## src/rtl/eth_intr_gen.sv

```systemverilog
// rtl/eth_intr_gen.sv - Ethernet MAC interrupt source/mask block with Wishbone slave port
// Optional holdoff coalescing of wb_intr: define ETH_INTR_COALESCE_EN.
module eth_intr_gen #(
  parameter int NUM_SRC   = 7,
  parameter int HOLDOFF_W = 16
) (
  input  logic               wb_clk,
  input  logic               wb_rst,
  input  logic [NUM_SRC-1:0] ev_i,
  input  logic               wb_cyc_i,
  input  logic               wb_stb_i,
  input  logic               wb_we_i,
  input  logic [1:0]         wb_adr_i,
  input  logic [3:0]         wb_sel_i,
  input  logic [31:0]        wb_dat_i,
  output logic [31:0]        wb_dat_o,
  output logic               wb_ack_o,
  output logic               wb_intr
);

  logic [NUM_SRC-1:0] src;
  logic [NUM_SRC-1:0] mask;
  logic [NUM_SRC-1:0] w1c;
  logic [NUM_SRC-1:0] set;
  logic               acc;
  logic               wr;
  logic               pend;
  logic [31:0]        rdata;
  logic               unused;

  assign acc    = wb_cyc_i & wb_stb_i & ~wb_ack_o;
  assign wr     = acc & wb_we_i;
  assign w1c    = (wr && wb_adr_i == 2'd0 && wb_sel_i[0]) ? wb_dat_i[NUM_SRC-1:0] : '0;
  assign set    = (wr && wb_adr_i == 2'd2 && wb_sel_i[0]) ? wb_dat_i[NUM_SRC-1:0] : '0;
  assign pend   = |(src & mask);
  assign unused = ^{wb_sel_i[3:1], wb_dat_i[31:NUM_SRC]};

`ifdef ETH_INTR_COALESCE_EN
  typedef enum logic [1:0] {ST_IDLE, ST_WAIT, ST_ASSERT} state_t;
  localparam logic [HOLDOFF_W-1:0] HOLD_ONE = 1;

  state_t               state;
  logic [HOLDOFF_W-1:0] holdoff;
  logic [HOLDOFF_W-1:0] cnt;
  logic [HOLDOFF_W-1:0] hold_be;

  // Byte lane enables for the HOLDOFF register (sel[0] low byte, sel[1] high byte).
  always_comb begin
    hold_be = '0;
    for (int i = 0; i < HOLDOFF_W; i++) begin
      if (i < 8)       hold_be[i] = wb_sel_i[0];
      else if (i < 16) hold_be[i] = wb_sel_i[1];
      else             hold_be[i] = 1'b0;
    end
  end
`endif

  always_comb begin
    rdata = '0;
    case (wb_adr_i)
      2'd0: if (wb_sel_i[0]) rdata[NUM_SRC-1:0] = src;
      2'd1: if (wb_sel_i[0]) rdata[NUM_SRC-1:0] = mask;
`ifdef ETH_INTR_COALESCE_EN
      2'd3: begin
        for (int i = 0; i < HOLDOFF_W; i++) begin
          rdata[i] = holdoff[i] & hold_be[i];
        end
      end
`endif
      default: rdata = '0;
    endcase
  end

  // Event or INT_SET in the same cycle as a W1C of that bit keeps it set.
  always_ff @(posedge wb_clk or negedge wb_rst) begin
    if (!wb_rst) begin
      src      <= '0;
      mask     <= '0;
      wb_ack_o <= 1'b0;
      wb_dat_o <= '0;
    end else begin
      src      <= (src & ~w1c) | ev_i | set;
      if (wr && wb_adr_i == 2'd1 && wb_sel_i[0]) begin
        mask <= wb_dat_i[NUM_SRC-1:0];
      end
      wb_ack_o <= acc;
      wb_dat_o <= (acc && !wb_we_i) ? rdata : '0;
    end
  end

`ifdef ETH_INTR_COALESCE_EN
  // A HOLDOFF write only affects the next count load, never a running count.
  always_ff @(posedge wb_clk or negedge wb_rst) begin
    if (!wb_rst) begin
      state   <= ST_IDLE;
      cnt     <= '0;
      holdoff <= '0;
      wb_intr <= 1'b0;
    end else begin
      if (wr && wb_adr_i == 2'd3) begin
        holdoff <= (holdoff & ~hold_be) | (wb_dat_i[HOLDOFF_W-1:0] & hold_be);
      end
      case (state)
        ST_IDLE: begin
          if (pend) begin
            if (holdoff == '0) begin
              state   <= ST_ASSERT;
              wb_intr <= 1'b1;
            end else begin
              cnt   <= holdoff - HOLD_ONE;
              state <= ST_WAIT;
            end
          end
        end
        ST_WAIT: begin
          if (!pend) begin
            state <= ST_IDLE;
          end else if (cnt == '0) begin
            state   <= ST_ASSERT;
            wb_intr <= 1'b1;
          end else begin
            cnt <= cnt - HOLD_ONE;
          end
        end
        ST_ASSERT: begin
          if (!pend) begin
            state   <= ST_IDLE;
            wb_intr <= 1'b0;
          end
        end
        default: begin
          state   <= ST_IDLE;
          wb_intr <= 1'b0;
        end
      endcase
    end
  end
`else
  always_ff @(posedge wb_clk or negedge wb_rst) begin
    if (!wb_rst) begin
      wb_intr <= 1'b0;
    end else begin
      wb_intr <= pend;
    end
  end
`endif

endmodule

```

## config.mk

```make
export PLATFORM = sky130hd
export DESIGN_NAME = eth_intr_gen
export DESIGN_NICKNAME = d
export VERILOG_FILES = /design/src/rtl/eth_intr_gen.sv
export SDC_FILE = /design/constraint.sdc
export NUM_CORES = 1
export LEC_CHECK = 0
export ABC_AREA = 1
export CAP_MARGIN = 20
export CORE_MARGIN = 2
export CORE_UTILIZATION = 37
export DETAILED_ROUTE_END_ITERATION = 6
export PLACE_DENSITY = 0.77
export SYNTH_ARGS = -nofsm -noshare
export SYNTH_HDL_FRONTEND = slang
export SYNTH_SLANG_ARGS = --single-unit
```

## constraint.sdc

```tcl
create_clock -name wb_clk -period 1.42 [get_ports wb_clk]
set_input_delay 0.142 -clock wb_clk [delete_from_list [all_inputs] [get_ports wb_clk]]
set_output_delay 0.142 -clock wb_clk [all_outputs]
set_load 0.01 [all_outputs]
```

# Yosys cells after proc, flatten, opt, wreduce, memory -nomap -nowiden
# Cells that the tools add are included.
op_classes:
  add_sub_neg: 0
  multipliers: 0
  div: 0
  magnitude_cmp: 0
  n_eq_ne: 2
  shifts: 0
  mux: 6
  bitwise_logic: 9
  reduce_logical: 10
op_table:
  columns: ["op", "count"]
  rows:
  - ["7-bit 2-to-1 mux", 5]
  - ["7-bit AND", 2]
  - ["7-bit OR", 2]
  - ["7-bit one-hot mux with 2 select lines", 1]
  - ["1-bit logical AND", 7]
  - ["7-bit inverter", 1]
  - ["7-bit OR reduction", 1]
  - ["1-bit AND", 3]
  - ["2-bit by 1-bit equality test with 1-bit output, second input constant", 1]
  - ["2-bit equality test, second input constant", 1]
  - ["2-bit zero test", 1]
  - ["1-bit zero test", 1]
  - ["1-bit inverter", 1]
word_totals:
  regBits: 23
  latch_bits: 0
  ramBits: 0
  romBits: 0
  in_bits: 50
  out_inout_bits: 34
  wordCells: 32
  memories: 0

# Depth between registers and ports, before layout
# Gate-level depths: netlist of run 1.
logic_depth:
  ltp_word: 10
  mapped_depth: 7
  depth_no_buf: 7

# Least setup slack after synthesis of run 1
# OpenSTA, ideal clock, no wires.
synth_timing:
  kind: "reg2reg"
  from: "register wb_ack_o"
  to: "register src[5]"
  setup_time_ps: 116
  arrival_ps: 1066
  slack_ps: 237
  stages_incl_launch_ff: 6
  period_less_slack_ps: 1183
  cell_sequence: "dfrtp_1 -> nor3_4 -> buf_6 -> nand3_1 -> nand2_1 -> nand2_1"
synth_between:
  elab_chain_cells: 10
  elab_cells_between_ends: 13
synth_rtl:
  columns: ["element", "line", "text"]
  rows:
  - ["from (decl)", "17", "output logic wb_ack_o,"]
  - ["from (signal assigned)", "79", "wb_ack_o <= 1'b0;"]
  - ["from (signal assigned)", "86", "wb_ack_o <= acc;"]
  - ["1-bit inverter (*)", "31", "assign acc = wb_cyc_i & wb_stb_i & ~wb_ack_o;"]
  - ["1-bit AND (*)", "31", null]
  - ["1-bit AND (*)", "32", "assign wr = acc & wb_we_i;"]
  - ["1-bit logical AND (2 in a row)", "33", "assign w1c = (wr && wb_adr_i == 2'd0 && wb_sel_i[0]) ? wb_dat_i[NUM_SRC-1:0] : '0;"]
  - ["7-bit 2-to-1 mux", "33", null]
  - ["7-bit inverter", "82", "src <= (src & ~w1c) | ev_i | set;"]
  - ["7-bit AND", "82", null]
  - ["7-bit OR", "82", null]
  - ["7-bit OR (*)", "82", null]
  - ["to (signal assigned)", "82", null]
  - ["to (decl)", "21", "logic [NUM_SRC-1:0] src;"]
# Mark *: on every way between the ends. The rest lies on a longest branch, timed or not.
# A chain may end at the register's enable or synchronous reset.

# Worst setup path in the final report of run 1
layout_timing:
  from: "register wb_dat_o[2]"
  to: "output port wb_dat_o[2]"
layout_lines:
  columns: ["element", "line", "text"]
  rows:
  - ["from (decl)", "16", "output logic [31:0] wb_dat_o,"]
  - ["from (signal assigned)", "87", "wb_dat_o <= (acc && !wb_we_i) ? rdata : '0;"]
# No word-level cell between the ends.

==> results of run 1 <==
[layout by cell type (no fill, tap or decap), drive strengths merged]
master         instances
nand2                 54
clkdlybuf4s50         29
conb                  25
nand3                 23
dfrtp                 23
inv                   17
buf                   11
nand4                  8
a21oi                  7
nor2                   4
clkbuf                 4
nor3                   1
nor3b                  1
dlymetal6s2s           1
[how the worst max path moves through the flow]
| stage | endpoint | depth (start not counted) |
|---|---|---|
| floorplan | src[5]$_DFF_PN0_ | 5 |
| global placement | src[0]$_DFF_PN0_ | 5 |
| detailed placement | src[6]$_DFF_PN0_ | 5 |
| CTS | wb_ack_o | 1 |
| global route | wb_dat_o[3] | 1 |
| finish | wb_dat_o[2] | 1 |
[state kept, by name (all words and copies together) (netlist names)]
register	flops
wb_dat_o	7
wb_ack_o	1
wb_intr	1
src	7
mask	7
[worst register-to-register path: stages, from the launching register on]
cell and delay (ns):
sky130_fd_sc_hd__dfrtp_2 0.42, sky130_fd_sc_hd__buf_4 0.15, sky130_fd_sc_hd__nor3_4 0.22, sky130_fd_sc_hd__buf_4 0.18
sky130_fd_sc_hd__nand3_1 0.07, sky130_fd_sc_hd__nand2_1 0.07, sky130_fd_sc_hd__nand2_1 0.04
[final cells by class]
| class | count | share of cell area, % |
|---|---|---|
| flip-flops and latches | 23 | 33.9 |
| clock buffers | 4 | 1.55 |
| multi-input cells | 123 | 33.9 |
| well taps | 46 | 3.39 |
| repair buffers | 41 | 23.4 |
| inverters | 17 | 3.76 |
[power groups by stage]
stage                     registers [W]  clock network [W]  logic [W]
after detailed placement       0.000748                  0   0.000305
after floorplan                0.000750                  0   0.000200
after CTS                      0.000734           0.000301   0.000310
after global routing           0.000741           0.000340   0.000344
after global placement         0.000748                  0   0.000300
final                          0.000735           0.000289   0.000309
[cells by family (layout without fill, tap and decap cells)]
kind of cell	after synthesis	count (layout)	synth area share, %
AOI/OAI and AO/OA	7	7	2.61
buffers and inverters	45	62	20.8
and+or+nand+nor	91	91	33.4
DFF	23	23	42.9
other	1	25	0.280
[routing by layer]
layer / share of wire, % / routed length (um) / up-vias
met5: 0 / 0 / -
met4: 1.5 / 38 / 0
met3: 6.4 / 159 / 4
met2: 48 / 1190 / 40
met1: 44 / 1080 / 470
li1: - / - / 565
[timing repair]
| item | 4_1_cts | 5_1_grt |
|---|---|---|
| gates resized for setup | 1 | 1 |
| gates cloned | 0 | 0 |
| endpoints found under the hold margin | 0 | 0 |
| setup buffers | 1 | 0 |
| endpoints found under the setup margin | 1 | 1 |
[stage by stage]
stage	hold slack, ns	total power (W)	util [%]
after floorplan	-0.154	0.000950	-
after global placement	0.482	0.00105	48.6
after detailed placement	0.482	0.00105	48.6
after CTS	0.183	0.00134	49.7
after global routing	0.189	0.00142	49.7
final	0.177	0.00133	49.7
==> summary.log, run 1 <==
qor: outcome.status complete, no violations
qor: die.row_count 21
qor: logic_synthesis.synth.avg_cell_area 8.03 um2
qor: worst_setup_path.reg2reg_to src[4]$_DFF_PN0_
qor: worst_setup_path.worstPathMaxFanout 1
qor: worst_setup_path.critical_path_class reg -> out
qor: cts.cts_tree done
qor: global_routing.via_count_of_the_first_global_routing_pass 994
qor: sta.final_period_minus_worst_setup_slack 1.30 ns
qor: run.max_cap_viols 0
qor: logic_synthesis.ys_seq_area_share 42.9%
qor: layout.fraction_of_layout_instances_using_a_drive_strength_above_1 11.5%
qor: power_and_ir_drop.vdd_drop_max 0.322 mV
qor: drt.drt_iter0_drc 19
qor: drt.drt_first_pass_iters 4
qor: sta.layout_setup_ws 0.116 ns
qor: worst_hold_path.min-delay-path-class in -> async
qor: logic_synthesis.count_of_flip_flops_with_a_built_in_enable_after_synthesis 0
qor: layout.finalInstanceArea 1700 um2
qor: worst_setup_path.critical_path_data_arrival_time 1.16 ns
qor: layout.fill_cells 340
qor: cts.insertion_delay 0.30 ns
qor: logic_synthesis.netlist_area 1340 um2
qor: global_routing.grtUsageTotal 13.0%
qor: drt.totalWireLength 2.47 mm
qor: logic_synthesis.synth_most_common_cell sky130_fd_sc_hd__nand2_1
qor: global_routing.grt_first_pass_wirelength 4.20 mm
qor: placed_design.place.detailed.hpwl 1.96 mm
qor: drt.route.antenna.remaining_nets 0
qor: global_routing.antenna_found_initial 0
qor: power_and_ir_drop.pwr-share-clk 21.7%
qor: cts.cts_made_buffers 3
qor: drt.vias_per_cell 4.25
qor: cts.cts_root_buffer sky130_fd_sc_hd__clkbuf_4
qor: cts.cts-htree-levels 1
qor: cts.cts-hold-fix-buffers 0
qor: logic_synthesis.synthesis.yosys.warnings 0
qor: logic_synthesis.synthesized_instance_count 167
qor: worst_setup_path.cp-startpoint wb_dat_o[2]$_DFF_PN0_
qor: sta.rsz0062_at_grt no
qor: layout.design.final.nets 259
qor: die.design.die.area 4120 um2
qor: placed_design.port_buffer_cells 30
qor: drt.route.detailed.wl_per_inst 9.73 um
qor: die.start_util 39.3%
qor: drt.drc 0
qor: global_routing.use_met2 21.9%
qor: layout.layout-area-overhead-vs-synth 26.7%
qor: layout.multi_input_area 577 um2
qor: placed_design.placed_area 1660 um2
qor: power_and_ir_drop.p_per_area 784 nW/um2
qor: layout.number_of_standard_cells_in_the_final_layout_excluding_fillers 254
qor: global_routing.globalRouteOverflowTotal 0
qor: sta.fin_setup_tns 0 ns
qor: worst_setup_path.worst-path-buf-inv 1
qor: sta.fin_crit_sh 91.8%
qor: worst_setup_path.ff2ff_path_depth 6
qor: layout.diodes 0
qor: sta.report.final.hold_viol_count 0
qor: power_and_ir_drop.power_frac_seq 55.1%
qor: power_and_ir_drop.power.net_switching 0.000377 W
qor: power_and_ir_drop.cellInternalPower 0.000955 W
qor: worst_setup_path.cp_slowest_cell sky130_fd_sc_hd__clkdlybuf4s50_1
qor: cts.cts_sinks 23
qor: worst_setup_path.worst-r2r-setup-slack 0.16 ns
qor: layout.final-seq-area 577 um2
qor: power_and_ir_drop.power_leakage 0.865 nW
qor: worst_setup_path.critical_path.endpoint_type output pin
qor: cts.cts.clk_slew.worst_paths 0.12 ns
qor: power_and_ir_drop.switching_share 28.3%
qor: global_routing.grtUsageMet3 2.29%
qor: sta.fin_skew 0.00515 ns
qor: global_routing.grt.busiest_layer met2
qor: cts.cts-root-to-sink-buffers 2
qor: placed_design.routabilityCongestion 0.850
qor: worst_setup_path.cp_data_required_time 1.28 ns
qor: placed_design.number_of_placed_instances_taps_included 249
qor: sta.fmax 767 MHz
qor: logic_synthesis.synthArstFlopShare 100%
qor: global_routing.groute.layer.met1.usage 15.9%
qor: sta.slew_violations 0
qor: worst_setup_path.startpoint_type flop
qor: die.boundaryPins 84
qor: placed_design.detailedPlace.worstSlack -0.0171 ns
qor: drt.num_vias 1,079
qor: logic_synthesis.ys_ff_latch 23
qor: die.die_x 64.2 um
qor: die.core-area 3420 um2
qor: logic_synthesis.post_synth_num_cell_types 17
qor: die.die_height 64.2 um
qor: logic_synthesis.synthTopCellsByArea sky130_fd_sc_hd__dfrtp_1, sky130_fd_sc_hd__nand2_1, sky130_fd_sc_hd__buf_4
qor: worst_setup_path.cell_class_contributing_the_biggest_share_of_worst_path_delay buffers and inverters
qor: power_and_ir_drop.power.share.combinational 23.2%
qor: logic_synthesis.cell_accounting_for_the_most_synthesized_area sky130_fd_sc_hd__dfrtp_1
qor: worst_setup_path.critical_path.max_stage_delay 0.52 ns
qor: sta.setup_viols_final 0
qor: logic_synthesis.synthDominantCellAreaShare 42.9%
qor: worst_setup_path.timing.critical_path.cells clkdlybuf4s50_1
qor: logic_synthesis.synthFlopType sky130_fd_sc_hd__dfrtp_1
qor: global_routing.grt_max_degree 24
qor: worst_setup_path.worst_r2r_startpoint wb_ack_o$_DFF_PN0_
qor: logic_synthesis.synthTopCellsByCount sky130_fd_sc_hd__nand2_1, sky130_fd_sc_hd__buf_4, sky130_fd_sc_hd__dfrtp_1
Power figures use the tool's default switching activity.
==> run 2: changes to the inputs <==
- CTS_CLUSTER_SIZE: unset -> 24
- PLACE_DENSITY: 0.77 -> 0.87
==> summary.log, run 2 (same netlist as run 1, synthesis figures left out) <==
qor: placed_design.routabilityCongestion 0.881 [+3.6%]
qor: global_routing.grt_first_pass_wirelength 4.43 mm [+5.6%]
qor: global_routing.antenna_found_initial 0 [unchanged]
qor: drt.route.antenna.remaining_nets 0 [unchanged]
qor: cts.cts_root_buffer sky130_fd_sc_hd__clkbuf_4
qor: sta.setup_viols_final 0 [unchanged]
qor: sta.whs 0.183 ns [+0.00623 ns]
qor: cts.insertion_delay 0.30 ns [about the same]
qor: cts.cts-htree-levels 1 [unchanged]
qor: worst_hold_path.min-delay-path-class in -> async
qor: die.boundaryPins 84 [unchanged]
qor: drt.totalWireLength 2.51 mm [+1.7%]
qor: global_routing.grtUsageTotal 13.4% [+0.39 points]
qor: drt.drt_first_pass_iters 4 [unchanged]
qor: worst_setup_path.cp_slowest_cell sky130_fd_sc_hd__clkdlybuf4s50_1
qor: layout.largest_registers_ranked_by_flip_flop_count mask x7, src x7, wb_dat_o x7
qor: layout.diodes 0 [unchanged]
qor: worst_setup_path.critical_path_class reg -> out
qor: worst_setup_path.critical_path.max_stage_delay 0.53 ns [about the same]
qor: placed_design.detailedPlace.worstSlack -0.0272 ns [-0.0101 ns]
qor: layout.finish.utilization 49.1% [-0.66 points]
qor: placed_design.place.detailed.hpwl 2.00 mm [+1.7%]
qor: placed_design.port_buffer_cells 30 [unchanged]
qor: cts.cts_made_buffers 3 [unchanged]
qor: global_routing.grt_max_degree 24 [unchanged]
qor: drt.vias_per_cell 4.38 [+3.2%]
qor: power_and_ir_drop.pwr-share-clk 21.8% [about the same]
qor: layout.layout_common_cells sky130_fd_sc_hd__nand2_1, sky130_fd_sc_hd__clkdlybuf4s50_1, sky130_fd_sc_hd__conb_1
qor: drt.drc 0 [unchanged]
qor: sta.fin_setup_tns 0 ns [unchanged]
qor: die.start_util 39.3% [unchanged]
qor: sta.fin_crit_sh 95.6% [+3.8 points]
qor: die.core-area 3420 um2 [unchanged]
qor: power_and_ir_drop.switching_share 28.6% [+0.31 points]
qor: worst_setup_path.startpoint_type flop
qor: worst_setup_path.timing.critical_path.cells clkdlybuf4s50_1
qor: worst_setup_path.worstPathMaxFanout 2 [+1]
qor: die.die_height 64.2 um [unchanged]
qor: die.die_x 64.2 um [unchanged]
qor: run.max_cap_viols 0 [unchanged]
qor: cts.cts_tree done
qor: drt.route.detailed.wl_per_inst 9.94 um [+2.1%]
qor: placed_design.placed_area 1640 um2 [-1.2%]
qor: power_and_ir_drop.power.share.combinational 22.8% [-0.4 points]
qor: drt.drt_iter0_drc 52 [+33]
qor: drt.num_vias 1,109 [+2.8%]
qor: layout.layout.cells.most_common sky130_fd_sc_hd__nand2_1
qor: layout.layout-area-overhead-vs-synth 25.0%
qor: power_and_ir_drop.vdd_drop_max 0.261 mV [-19%]
qor: sta.fmax 737 MHz [-4.0%]
qor: power_and_ir_drop.power.net_switching 0.000381 W [+1.0%]
qor: sta.layout_setup_ws 0.0626 ns [-0.0539 ns]
qor: sta.slew_violations 0 [unchanged]
qor: sta.rsz0062_at_grt no
qor: global_routing.globalRouteOverflowTotal 0 [unchanged]
qor: sta.fin_skew 0.00236 ns [-0.00279 ns]
qor: power_and_ir_drop.power_leakage 0.841 nW [-2.7%]
qor: worst_setup_path.cp_data_required_time 1.28 ns [about the same]
qor: global_routing.via_count_of_the_first_global_routing_pass 1,080 [+8.7%]
qor: cts.cts-hold-fix-buffers 0 [unchanged]
qor: outcome.status complete, no violations
qor: cts.cts_sinks 23 [unchanged]
qor: cts.cts-root-to-sink-buffers 2 [unchanged]
qor: die.row_count 21 [unchanged]
qor: power_and_ir_drop.p_per_area 794 nW/um2 [+1.3%]
qor: worst_setup_path.cell_class_contributing_the_biggest_share_of_worst_path_delay buffers and inverters
qor: layout.fraction_of_layout_instances_using_a_drive_strength_above_1 11.1% [-0.43 points]
qor: worst_setup_path.critical_path.endpoint_type output pin
qor: layout.finalInstanceArea 1680 um2 [-1.3%]
qor: die.design.die.area 4120 um2 [unchanged]
qor: power_and_ir_drop.power_frac_seq 55.3% [+0.2 points]
qor: worst_setup_path.worst-path-buf-inv 1 [unchanged]
qor: cts.cts.clk_slew.worst_paths 0.12 ns [about the same]
qor: sta.final_period_minus_worst_setup_slack 1.36 ns [+0.0539 ns]
qor: worst_setup_path.critical_path_data_arrival_time 1.22 ns [+0.06 ns]
qor: power_and_ir_drop.cellInternalPower 0.000950 W [-0.52%]
qor: layout.design.final.nets 258 [-0.39%]
qor: sta.report.final.hold_viol_count 0 [unchanged]
-- run 2: power by group through the flow --
stage	clock [W]	sequential (W)	combinational, W
floorplan	0	0.000750	0.000200
global placement	0	0.000748	0.000289
detailed placement	0	0.000751	0.000298
CTS	0.000295	0.000736	0.000305
global route	0.000340	0.000743	0.000343
finish	0.000291	0.000737	0.000304
-- run 2: final timing paths --
kind | slack (ns) | depth (start not counted) | from | end
max | 0.06 | 1 | wb_ack_o$_DFF_PN0_ | wb_ack_o
min | 0.18 | 2 | wb_rst | wb_intr$_DFF_PN0_
max reg2reg | 0.14 | 6 | wb_ack_o$_DFF_PN0_ | src[2]$_DFF_PN0_
min reg2reg | 0.51 | 2 | mask[4]$_DFFE_PN0P_ | mask[4]$_DFFE_PN0P_
max in group asynchronous | 1.00 | 2 | wb_rst | wb_ack_o$_DFF_PN0_
min in group wb_clk | 0.43 | 5 | ev_i[3] | src[3]$_DFF_PN0_
-- run 2: repair_timing --
action,in CTS,in global routing
buffers inserted,1,0
endpoints found under the setup margin,1,0
resized for setup,1,0
-- run 2: area by class of cell --
class	count	area, um2
fill	339	1740
sequential	23	577
multi-input combinational	123	577
timing repair buffer	40	375
inverter	17	63.8
tap	46	57.6
clock buffer	4	26.3
-- run 2: worst register-to-register path, cell delays in order (launching register included) --
cell and delay, ns:
sky130_fd_sc_hd__dfrtp_2 0.43, sky130_fd_sc_hd__buf_4 0.16, sky130_fd_sc_hd__nor3_4 0.24, sky130_fd_sc_hd__buf_4 0.18, sky130_fd_sc_hd__nand3_1 0.07, sky130_fd_sc_hd__nand2_1 0.07, sky130_fd_sc_hd__nand2_1 0.04
-- run 2: per-stage QoR --
stage / cells / power (W)
floorplan: 191 / 0.000950
global placement: 248 / 0.00104
detailed placement: 248 / 0.00105
CTS: 253 / 0.00134
global route: 253 / 0.00143
finish: 253 / 0.00133
-- run 2: metal layers --
metal  vias to the layer above  wire length, um  track usage (%)  share of wire (%)
li1                        562                -                -                  -
met1                       495             1050             15.5                 42
met2                        48             1270             24.1                 50
met3                         4              163             2.11                6.5
met4                         0               33             6.12                1.3
met5                         -                0                0                  0
==> run 3: changes to the inputs <==
- CORE_UTILIZATION: 37 -> 30
- PLACE_DENSITY: 0.87 -> 0.74
==> summary.log, run 3 (same netlist as run 1, synthesis figures left out) <==
qor: outcome.status complete, no violations
qor: power_and_ir_drop.p_per_area 834 nW/um2 [+5.0%]
qor: drt.drc 0 [unchanged]
qor: worst_setup_path.cp_slowest_cell sky130_fd_sc_hd__clkdlybuf4s50_1
qor: die.boundaryPins 84 [unchanged]
qor: drt.vias_per_cell 4.13 [-5.8%]
qor: cts.cts-root-to-sink-buffers 2 [unchanged]
qor: power_and_ir_drop.power.total 0.00143 W [+7.6%]
qor: die.die_x 70.9 um [+10%]
qor: global_routing.grt_first_pass_wirelength 4.16 mm [-6.1%]
qor: placed_design.routabilityCongestion 0.782 [-11%]
qor: layout.final-seq-area 577 um2 [unchanged]
qor: layout.layout.cells.most_common sky130_fd_sc_hd__nand2_1
qor: global_routing.antenna_found_initial 0 [unchanged]
qor: layout.finalInstanceArea 1720 um2 [+2.5%]
qor: die.row_count 24 [+14%]
qor: worst_setup_path.worst-path-buf-inv 1 [unchanged]
qor: layout.design.final.nets 260 [+0.78%]
qor: layout.finish.utilization 39.7% [-9.4 points]
qor: cts.cts_root_buffer sky130_fd_sc_hd__clkbuf_8
qor: die.core-area 4320 um2 [+27%]
qor: die.design.die.area 5020 um2 [+22%]
qor: drt.drt_iter0_drc 45 [-13%]
qor: global_routing.grtUsageTotal 10.9% [-2.5 points]
qor: die.start_util 31.0% [-8.2 points]
qor: cts.cts.clk_slew.worst_paths 0.08 ns [-0.04 ns]
qor: layout.multi_input_area 577 um2 [unchanged]
qor: sta.report.final.hold_viol_count 0 [unchanged]
qor: global_routing.globalRouteOverflowTotal 0 [unchanged]
qor: drt.num_vias 1,078 [-2.8%]
qor: worst_setup_path.critical_path_data_arrival_time 1.23 ns [about the same]
qor: power_and_ir_drop.power_leakage 0.859 nW [+2.1%]
qor: layout.diodes 0 [unchanged]
qor: layout.fraction_of_layout_instances_using_a_drive_strength_above_1 12.0% [+0.85 points]
qor: placed_design.port_buffer_cells 30 [unchanged]
qor: run.max_cap_viols 0 [unchanged]
qor: worst_setup_path.critical_path_class reg -> out
qor: worst_setup_path.timing.critical_path.cells clkdlybuf4s50_1
qor: layout.layout_common_cells sky130_fd_sc_hd__nand2_1, sky130_fd_sc_hd__clkdlybuf4s50_1, sky130_fd_sc_hd__conb_1
qor: cts.cts_sinks 23 [unchanged]
qor: drt.totalWireLength 2.57 mm [+2.2%]
qor: layout.layout-area-overhead-vs-synth 28.1%
qor: sta.setup_viols_final 0 [unchanged]
qor: sta.fin_skew 0.00336 ns [+0.000998 ns]
qor: power_and_ir_drop.vdd_drop_max 0.270 mV [+3.5%]
qor: worst_setup_path.worstPathMaxFanout 3 [+1]
qor: worst_setup_path.startpoint_type flop
qor: placed_design.placed_area 1660 um2 [+1.4%]
qor: cts.insertion_delay 0.26 ns [-0.04 ns]
qor: cts.cts_tree done
qor: worst_setup_path.cp_data_required_time 1.28 ns [about the same]
qor: drt.route.detailed.wl_per_inst 9.84 um [-0.94%]
qor: sta.fin_crit_sh 96.3% [+0.69 points]
qor: drt.route.antenna.remaining_nets 0 [unchanged]
qor: cts.cts-htree-levels 1 [unchanged]
qor: sta.rsz0062_at_grt no
qor: sta.slew_violations 0 [unchanged]
qor: sta.fmax 731 MHz [-0.72%]
qor: sta.final_period_minus_worst_setup_slack 1.37 ns [+0.00980 ns]
qor: layout.fill_cells 461 [+36%]
qor: cts.cts_made_buffers 3 [unchanged]
qor: global_routing.via_count_of_the_first_global_routing_pass 966 [-11%]
qor: layout.largest_registers_ranked_by_flip_flop_count mask x7, src x7, wb_dat_o x7
qor: worst_hold_path.min-delay-path-class in -> async
qor: worst_setup_path.critical_path.max_stage_delay 0.55 ns [+0.02 ns]
qor: placed_design.place.detailed.hpwl 2.07 mm [+3.5%]
qor: die.die_height 70.9 um [+10%]
qor: global_routing.grt_max_degree 24 [unchanged]
qor: drt.drt_first_pass_iters 4 [unchanged]
qor: worst_setup_path.cell_class_contributing_the_biggest_share_of_worst_path_delay buffers and inverters
qor: worst_setup_path.critical_path.endpoint_type output pin
## run 3: per-layer routing
metal	track usage [%]	up-vias	routed length, um
met3	1.71	6	154
li1	-	566	-
met5	0	-	0
met2	17.8	45	1220
met1	12.2	461	1090
met4	9.85	0	101
## run 3: layout make-up
cell class                 instances  area share, %
tap                               52           3.79
timing repair buffer              42           22.7
sequential                        23           33.6
clock buffer                       4           2.62
inverter                          17           3.71
multi-input combinational        123           33.6
## run 3: path summary, 6_finish.rpt
| check | startpoint | endpoint | slack, ns | cells after the start |
|---|---|---|---|---|
| max | wb_ack_o$_DFF_PN0_ | wb_ack_o | 0.05 | 1 |
| min | wb_rst | wb_dat_o[2]$_DFF_PN0_ | 0.24 | 2 |
| max reg2reg | wb_ack_o$_DFF_PN0_ | wb_dat_o[3]$_DFF_PN0_ | 0.24 | 4 |
| min reg2reg | mask[4]$_DFFE_PN0P_ | mask[4]$_DFFE_PN0P_ | 0.50 | 2 |
| max in group asynchronous | wb_rst | wb_ack_o$_DFF_PN0_ | 0.94 | 2 |
| min in group wb_clk | ev_i[1] | src[1]$_DFF_PN0_ | 0.48 | 5 |
## run 3: timing repair
action,CTS,global route
gates resized for setup,1,0
endpoints found under the setup margin,1,1
hold buffers,0,0
buffers inserted,0,1
## run 3: per-stage QoR
stage          hold slack, ns  setup TNS (ns)  instances  worst slack [ns]
4_1_cts                 0.237               0        260            0.0106
6_report                0.237               0        261            0.0528
2_1_floorplan          -0.154               0        191             0.237
3_3_place_gp            0.481        -0.00151        256          -0.00151
3_5_place_dp            0.481         -0.0785        256           -0.0249
5_1_grt                 0.250               0        261            0.0205
## run 3: power by group
| part | total (W) | internal, W | switching [W] |
|---|---|---|---|
| clock network | 0.000393 | 0.000200 | 0.000193 |
| registers | 0.000736 | 0.000704 | 0.0000322 |
| logic | 0.000304 | 0.000141 | 0.000164 |
| total | 0.00143 | 0.00104 | 0.000389 |
